==> src/rtl/rs_syndrome_calc_p.sv <==
// rs_syndrome_calc_p
// Streaming syndrome calculator for the RS(544,522), t=11 decoder over GF(2^10).
// It takes P symbols per beat, highest degree first, and Horner-accumulates the
// 2T syndromes s_j = r(alpha^j). A closed frame is loaded into a single-entry
// output register that presents s1..s2T on a bus shaped like the solver's syn_i,
// with index 0 hard-wired to zero.
//
// Optional feature (macro SYNCALC_ERRFREE_EN): when defined, a frame whose 2T
// syndromes are all zero and whose framing is good is not presented.
// err_free_o pulses for one cycle instead. When undefined, err_free_o is tied
// to 0 and every closed frame is presented.
//
// Ports:
//   clk_i        clock
//   rst_ni       synchronous active-low reset
//   sym_i[0:P-1] input symbols; lane 0 holds the highest degree of the beat
//   in_valid_i   input beat valid
//   in_last_i    final beat of a frame
//   in_ready_o   block can accept a beat
//   syn_o[0:2T]  syn_o[0]=0, syn_o[j]=s_j for j=1..2T
//   syn_valid_o  output register holds a result
//   syn_ready_i  consumer takes the held result
//   len_err_o    framing error flag of the held result
//   err_free_o   all 2T syndromes of the closed frame are zero
module rs_syndrome_calc_p #(
    parameter int T = 11,
    parameter int W = 10,
    parameter int N = 544,
    parameter int P = 4
) (
    input  logic         clk_i,
    input  logic         rst_ni,
    input  logic [W-1:0] sym_i [0:P-1],
    input  logic         in_valid_i,
    input  logic         in_last_i,
    output logic         in_ready_o,
    output logic [W-1:0] syn_o [0:2*T],
    output logic         syn_valid_o,
    input  logic         syn_ready_i,
    output logic         len_err_o,
    output logic         err_free_o
);

    localparam int BEATS = N / P;
    localparam int CW    = (BEATS > 1) ? $clog2(BEATS) : 1;
    localparam logic [CW-1:0] LAST_CNT = CW'(BEATS - 1);
    // Low-order taps of the field polynomial x^10 + x^3 + 1.
    localparam logic [W-1:0] POLY_LOW = W'(10'h009);

    if (N % P != 0) begin : g_bad_p
        $fatal(1, "rs_syndrome_calc_p: N must be a multiple of P");
    end

    // Multiply by alpha (= x) with reduction.
    function automatic logic [W-1:0] xtime(input logic [W-1:0] x);
        return {x[W-2:0], 1'b0} ^ (x[W-1] ? POLY_LOW : '0);
    endfunction

    // alpha^e, evaluated at elaboration for constant exponents.
    function automatic logic [W-1:0] alpha_pow(input int e);
        logic [W-1:0] x;
        x = W'(1);
        for (int i = 0; i < e; i++) x = xtime(x);
        return x;
    endfunction

    // Constant multiplier. With c constant, every output bit reduces to an XOR
    // of input bits: column i of the matrix is c*alpha^i.
    function automatic logic [W-1:0] mul_const(input logic [W-1:0] x,
                                               input logic [W-1:0] c);
        logic [W-1:0] r;
        logic [W-1:0] col;
        r   = '0;
        col = c;
        for (int i = 0; i < W; i++) begin
            r   = r ^ (col & {W{x[i]}});
            col = xtime(col);
        end
        return r;
    endfunction

    logic [CW-1:0] beat_cnt_p0;
    logic [W-1:0]  acc_p0   [1:2*T];
    logic [W-1:0]  acc_next [1:2*T];
    logic [W-1:0]  syn_p1   [1:2*T];
    logic          syn_vld_p1;
    logic          len_err_p1;

    logic first_beat;
    logic closing;
    logic accept;
    logic close;
    logic len_err_new;

    // A frame may close early on in_last_i, or on the count.
    assign first_beat  = (beat_cnt_p0 == '0);
    assign closing     = (beat_cnt_p0 == LAST_CNT) || in_last_i;
    // Only a closing beat needs the output register. Other beats keep
    // flowing while a result is held.
    assign in_ready_o  = !(syn_vld_p1 && !syn_ready_i && closing);
    assign accept      = in_valid_i && in_ready_o;
    assign close       = accept && closing;
    assign len_err_new = (beat_cnt_p0 == LAST_CNT) != in_last_i;

    // Stage p0: Horner update. On the first beat of a frame the accumulator
    // is taken as zero, so no separate clear cycle is needed.
    for (genvar j = 1; j <= 2*T; j++) begin : g_syn
        localparam logic [W-1:0] STEP = alpha_pow(j * P);
        logic [W-1:0] sum;
        always_comb begin
            sum = mul_const(first_beat ? '0 : acc_p0[j], STEP);
            for (int l = 0; l < P; l++) begin
                sum = sum ^ mul_const(sym_i[l], alpha_pow(j * (P - 1 - l)));
            end
        end
        assign acc_next[j] = sum;
        assign syn_o[j]    = syn_p1[j];
    end
    assign syn_o[0] = '0;

`ifdef SYNCALC_ERRFREE_EN
    logic all_zero;
    logic err_free_p1;
    always_comb begin
        all_zero = 1'b1;
        for (int j = 1; j <= 2*T; j++) begin
            if (acc_next[j] != '0) all_zero = 1'b0;
        end
    end
    assign err_free_o = err_free_p1;
`else
    assign err_free_o = 1'b0;
`endif

    always_ff @(posedge clk_i) begin
        if (!rst_ni) begin
            beat_cnt_p0 <= '0;
            for (int j = 1; j <= 2*T; j++) begin
                acc_p0[j] <= '0;
                syn_p1[j] <= '0;
            end
            syn_vld_p1 <= 1'b0;
            len_err_p1 <= 1'b0;
`ifdef SYNCALC_ERRFREE_EN
            err_free_p1 <= 1'b0;
`endif
        end else begin
            if (accept) begin
                acc_p0      <= acc_next;
                beat_cnt_p0 <= closing ? '0 : beat_cnt_p0 + CW'(1);
            end
            // Stage p1: output register. A close takes priority over a pop,
            // so a pop and a close in the same cycle leave valid set.
            if (close) begin
                syn_p1     <= acc_next;
                len_err_p1 <= len_err_new;
`ifdef SYNCALC_ERRFREE_EN
                err_free_p1 <= all_zero;
                syn_vld_p1  <= !(all_zero && !len_err_new);
`else
                syn_vld_p1 <= 1'b1;
`endif
            end else begin
                if (syn_vld_p1 && syn_ready_i) syn_vld_p1 <= 1'b0;
`ifdef SYNCALC_ERRFREE_EN
                // A flag belonging to a dropped frame lives for one cycle only.
                // A flag belonging to a presented frame lives until it is popped.
                err_free_p1 <= err_free_p1 && syn_vld_p1 && !syn_ready_i;
`endif
            end
        end
    end

    assign syn_valid_o = syn_vld_p1;
    assign len_err_o   = len_err_p1;

endmodule

==> config.mk <==
export PLATFORM = sky130hd
export DESIGN_NAME = rs_syndrome_calc_p
export DESIGN_NICKNAME = d
export VERILOG_FILES = /design/src/rtl/rs_syndrome_calc_p.sv
export SDC_FILE = /design/constraint.sdc
export NUM_CORES = 2
export LEC_CHECK = 0
export BUFFER_PORTS_ARGS = -buffer_cell sky130_fd_sc_hd__buf_2
export CORE_MARGIN = 5
export CORE_UTILIZATION = 65
export CTS_CLUSTER_DIAMETER = 150
export DETAILED_ROUTE_END_ITERATION = 6
export MAX_ROUTING_LAYER = met4
export PLACE_DENSITY_LB_ADDON = 0.12
export SLEW_MARGIN = 20
export SYNTH_ARGS = -nofsm -noshare
export SYNTH_HDL_FRONTEND = slang
export SYNTH_SLANG_ARGS = --single-unit
==> constraint.sdc <==
create_clock -name clk_i -period 7.78 [get_ports clk_i]
set_input_delay 2.334 -clock clk_i [delete_from_list [all_inputs] [get_ports clk_i]]
set_output_delay 2.334 -clock clk_i [all_outputs]
set_load 0.005 [all_outputs]
==> impl_metrics.yaml <==
run_status:
  status: "finished clean"
cts:
  cts_hold_buffers: 0
  worst_setup_hold_path_clk_slew_ns: 0.06
  cts_buffer_depth: 3
  clk_root_buffer_cell: "sky130_fd_sc_hd__clkbuf_16"
  tritoncts_clock_tree: "built"
  cts_resized: 0
  buffer_count_from_post_cts_setup_fixing: 0
  ctsHtreeMaxLevel: 2
  worstSkewPairLatency_ns: 0.60
  cts.sink_count: 450
  cts_buffers: 48
timing:
  worst-slew-pin-transition_ns: 1.138
  unrepaired_setup_endpoints_after_global_routing: "false"
  worst_slew_margin_rel_pct: 23.58
  timing_max_transition_violations_final: 0
  setup_viol_count_final: 0
  clock-skew-final_ns: 0.02279
  fmaxAchievable_mhz: 180.6
  final_min_period_over_clock_period_pct: 71.16
  hold_violations: 0
  fin_setup_tns_ns: 0
  final.min_clock_period_ns: 5.536
synthesis:
  synth_common_cells: "986 x sky130_fd_sc_hd__xnor2_1, 450 x sky130_fd_sc_hd__dfxtp_1, 318 x sky130_fd_sc_hd__xor2_1, 291 x sky130_fd_sc_hd__nor2_1, 259 x sky130_fd_sc_hd__nand2_1"
  ys_seq_elements: 450
  synth_async_sr_flop_share_pct: 0
  post-synth-top-area-cell: "sky130_fd_sc_hd__dfxtp_1"
  fraction_of_post_synthesis_cell_area_in_the_top_cell_type_by_area_pct: 29.61
  synth.area.top_cells: "sky130_fd_sc_hd__dfxtp_1 30%, sky130_fd_sc_hd__xnor2_1 28%, sky130_fd_sc_hd__xor2_1 9.2%"
  syn_avg_cell_area_um2: 8.843
  synth_most_common_cell: "sky130_fd_sc_hd__xnor2_1"
  netlist_instances: 3440
  yosys_warnings: 0
  ys_seq_area_share_pct: 29.61
  mappedNetlistArea_um2: 30420
  synth_cell_type_count: 50
  ys_dominant_reg_cell: "sky130_fd_sc_hd__dfxtp_1"
  synth_edf_count: 0
routing:
  vias: 25290
  initial_detailed_routing_violation_count: 3128
  via_per_inst: 6.030
  post_drt_wl_per_cell_um: 25.28
  drt_drc_violations_left: 0
  postRouteAntennaNets: 0
  dr.pass1.iters: 6
  postRouteWirelength_um: 106100
pwr:
  power-per-cell-area_nw_per_um2: 337.3
  netSwitchingPower_uw: 4603
  power.leakage_uw: 0.01293
  power.clock.fraction_pct: 21.4
  power.sequential.fraction_pct: 28.0
  total_power_uw: 11290
  power.ir.vdd_worst_v: 0.0002891
  power_switching_share_pct: 40.77
  intPower_uw: 6686
  power_frac_comb_pct: 50.5
flow_run:
  cap_violations: 0
grt:
  grt_start_max_net_pins: 117
  gr-total-overflow: 0
  grt_first_pass_wirelength_um: 155800
  via_count_of_the_first_global_routing_pass: 24160
  global_route.usage.total_pct: 41.28
  antenna_found_initial: 2
floorplan:
  placementRows: 79
  chipHeight_um: 226.3
  initial_core_utilization_pct: 65.48
  dieWidth_um: 226.3
  fp.dieArea_um2: 51230
  ioPinCount: 279
  design.core.area_um2: 46460
final_layout:
  area_delta_synth_final_pct: 10.03
  layout.cell_area.non_filler_um2: 33470
  final_nets: 3589
  drive_gt1_share_pct: 11.90
hold_path:
  timing.hold.worst_endpoint: "syn_o[55]"
  min-delay-path-class: "reg2reg"
  instance_count_along_the_most_critical_hold_path: 2
  worst_hold_startpoint: "syn_o[55]"
critical_path:
  worstPathMaxFanout: 6
  worst-endpoint-required_ns: 5.45
  r2r.worst_path.cells: 10
  cp-start-kind: "input port"
  critical_path.reg2reg.endpoint: "acc_p0[137]"
  rr_startpoint: "beat_cnt_p0[0]"
  cp.arrival_ns: 3.20
  cp-end-kind: "output port"
  r2r_slack_ns: 3.94
  setup_cp_type: "in2out"
placement:
  placement.io_buffers: 267
  total_half_perimeter_wirelength_after_legalization_and_detailed_placement_um: 77210
  gpl.final_weighted_congestion: 1.056
  placement.cell_area_um2: 31780
power groups by stage:
| stage | Clock, uW | Combinational, uW | Sequential [uW] |
|---|---|---|---|
| final | 2420 | 5700 | 3160 |
| after global routing | 2530 | 6020 | 3210 |
| after CTS | 2430 | 5610 | 3150 |
| after detailed placement | 0 | 5550 | 3200 |
| after global placement | 0 | 5490 | 3170 |
| after floorplan | 0 | 4170 | 3090 |
sequential cells by signal, summed over array words and instances, names as in the netlist:
name         cells
beat_cnt_p0      8
syn_o          220
len_err_o        1
syn_valid_o      1
acc_p0         220
metal layers:
layer | vias up | wire length, um | part of all wire, % | GRT usage (%)
met3 | 327 | 10440 | 9.8 | 6.396
met4 | 0 | 6247 | 5.9 | 18.75
met5 | - | 0 | 0 | -
met1 | 12250 | 42130 | 40 | 54.25
met2 | 1389 | 47240 | 45 | 63.30
li1 | 11330 | - | - | -
area by class of cell:
cell class,instances,area [um2]
multi-input cells,2734,20360
fillers,3634,12990
flip-flops and latches,450,9009
repair buffers,301,1623
clock buffers,71,1479
well taps,607,759.5
clock inverters,19,196.4
inverters,6,27.53
diodes,7,17.52
cells by family after synthesis:
kind of cell	after synthesis	share of synthesized area, %
AO/OA/AOI/OAI	593	11.17
XOR/XNOR	1417	45.70
adder cells (fa/ha/maj)	3	0.1234
buffers and inverters	266	3.751
flip-flops	450	29.61
other	1	0.01233
AND/OR/NAND/NOR	710	9.637
how the worst max path moves through the flow:
stage | start | end | slack (ns) | cells past startpoint
3_5_place_dp | in_last_i | in_ready_o | 2.25 | 5
2_1_floorplan | in_last_i | in_ready_o | 2.55 | 3
4_1_cts | in_last_i | in_ready_o | 2.25 | 5
3_3_place_gp | in_last_i | in_ready_o | 2.25 | 5
6_report | in_last_i | in_ready_o | 2.24 | 5
5_1_grt | in_last_i | in_ready_o | 2.22 | 5
per-stage QoR:
step / hold slack (ns) / utilization [%] / cells / setup WS, ns
floorplan: 0.4482 / - / 3450 / 2.550
global placement: 0.4432 / 68.37 / 4098 / 2.253
detailed placement: 0.4468 / 68.41 / 4098 / 2.253
CTS: 0.4623 / 72.01 / 4188 / 2.251
global route: 0.4770 / 72.02 / 4189 / 2.223
finish: 0.4634 / 72.05 / 4195 / 2.244
worst max-delay path: stages:
cell,delay (ns)
sky130_fd_sc_hd__buf_2,0.07
sky130_fd_sc_hd__inv_1,0.03
sky130_fd_sc_hd__ha_1,0.26
sky130_fd_sc_hd__or2_2,0.36
sky130_fd_sc_hd__buf_2,0.14
cell usage in the layout (no fill, tap or decap), types with 4 or more instances in the layout:
cell type,n
sky130_fd_sc_hd__nor2_1,291
sky130_fd_sc_hd__nand3_1,125
sky130_fd_sc_hd__xor3_1,9
sky130_fd_sc_hd__clkinvlp_4,5
sky130_fd_sc_hd__xnor2_2,14
sky130_fd_sc_hd__nand2_1,257
sky130_fd_sc_hd__o21ai_0,241
sky130_fd_sc_hd__buf_2,266
sky130_fd_sc_hd__a211oi_1,81
sky130_fd_sc_hd__nand2b_1,4
sky130_fd_sc_hd__o21a_1,75
sky130_fd_sc_hd__nand4_1,5
sky130_fd_sc_hd__xor2_1,317
sky130_fd_sc_hd__inv_1,5
sky130_fd_sc_hd__clkinv_2,8
sky130_fd_sc_hd__clkbuf_1,5
sky130_fd_sc_hd__xor2_2,6
sky130_fd_sc_hd__conb_1,11
sky130_fd_sc_hd__buf_4,32
sky130_fd_sc_hd__clkbuf_16,49
sky130_fd_sc_hd__diode_2,7
sky130_fd_sc_hd__xnor2_1,984
sky130_fd_sc_hd__clkbuf_8,17
sky130_fd_sc_hd__a21oi_1,181
sky130_fd_sc_hd__xnor2_4,4
sky130_fd_sc_hd__and2_1,4
sky130_fd_sc_hd__xnor3_1,81
sky130_fd_sc_hd__dfxtp_1,450
(Power assumes the default switching activity.)
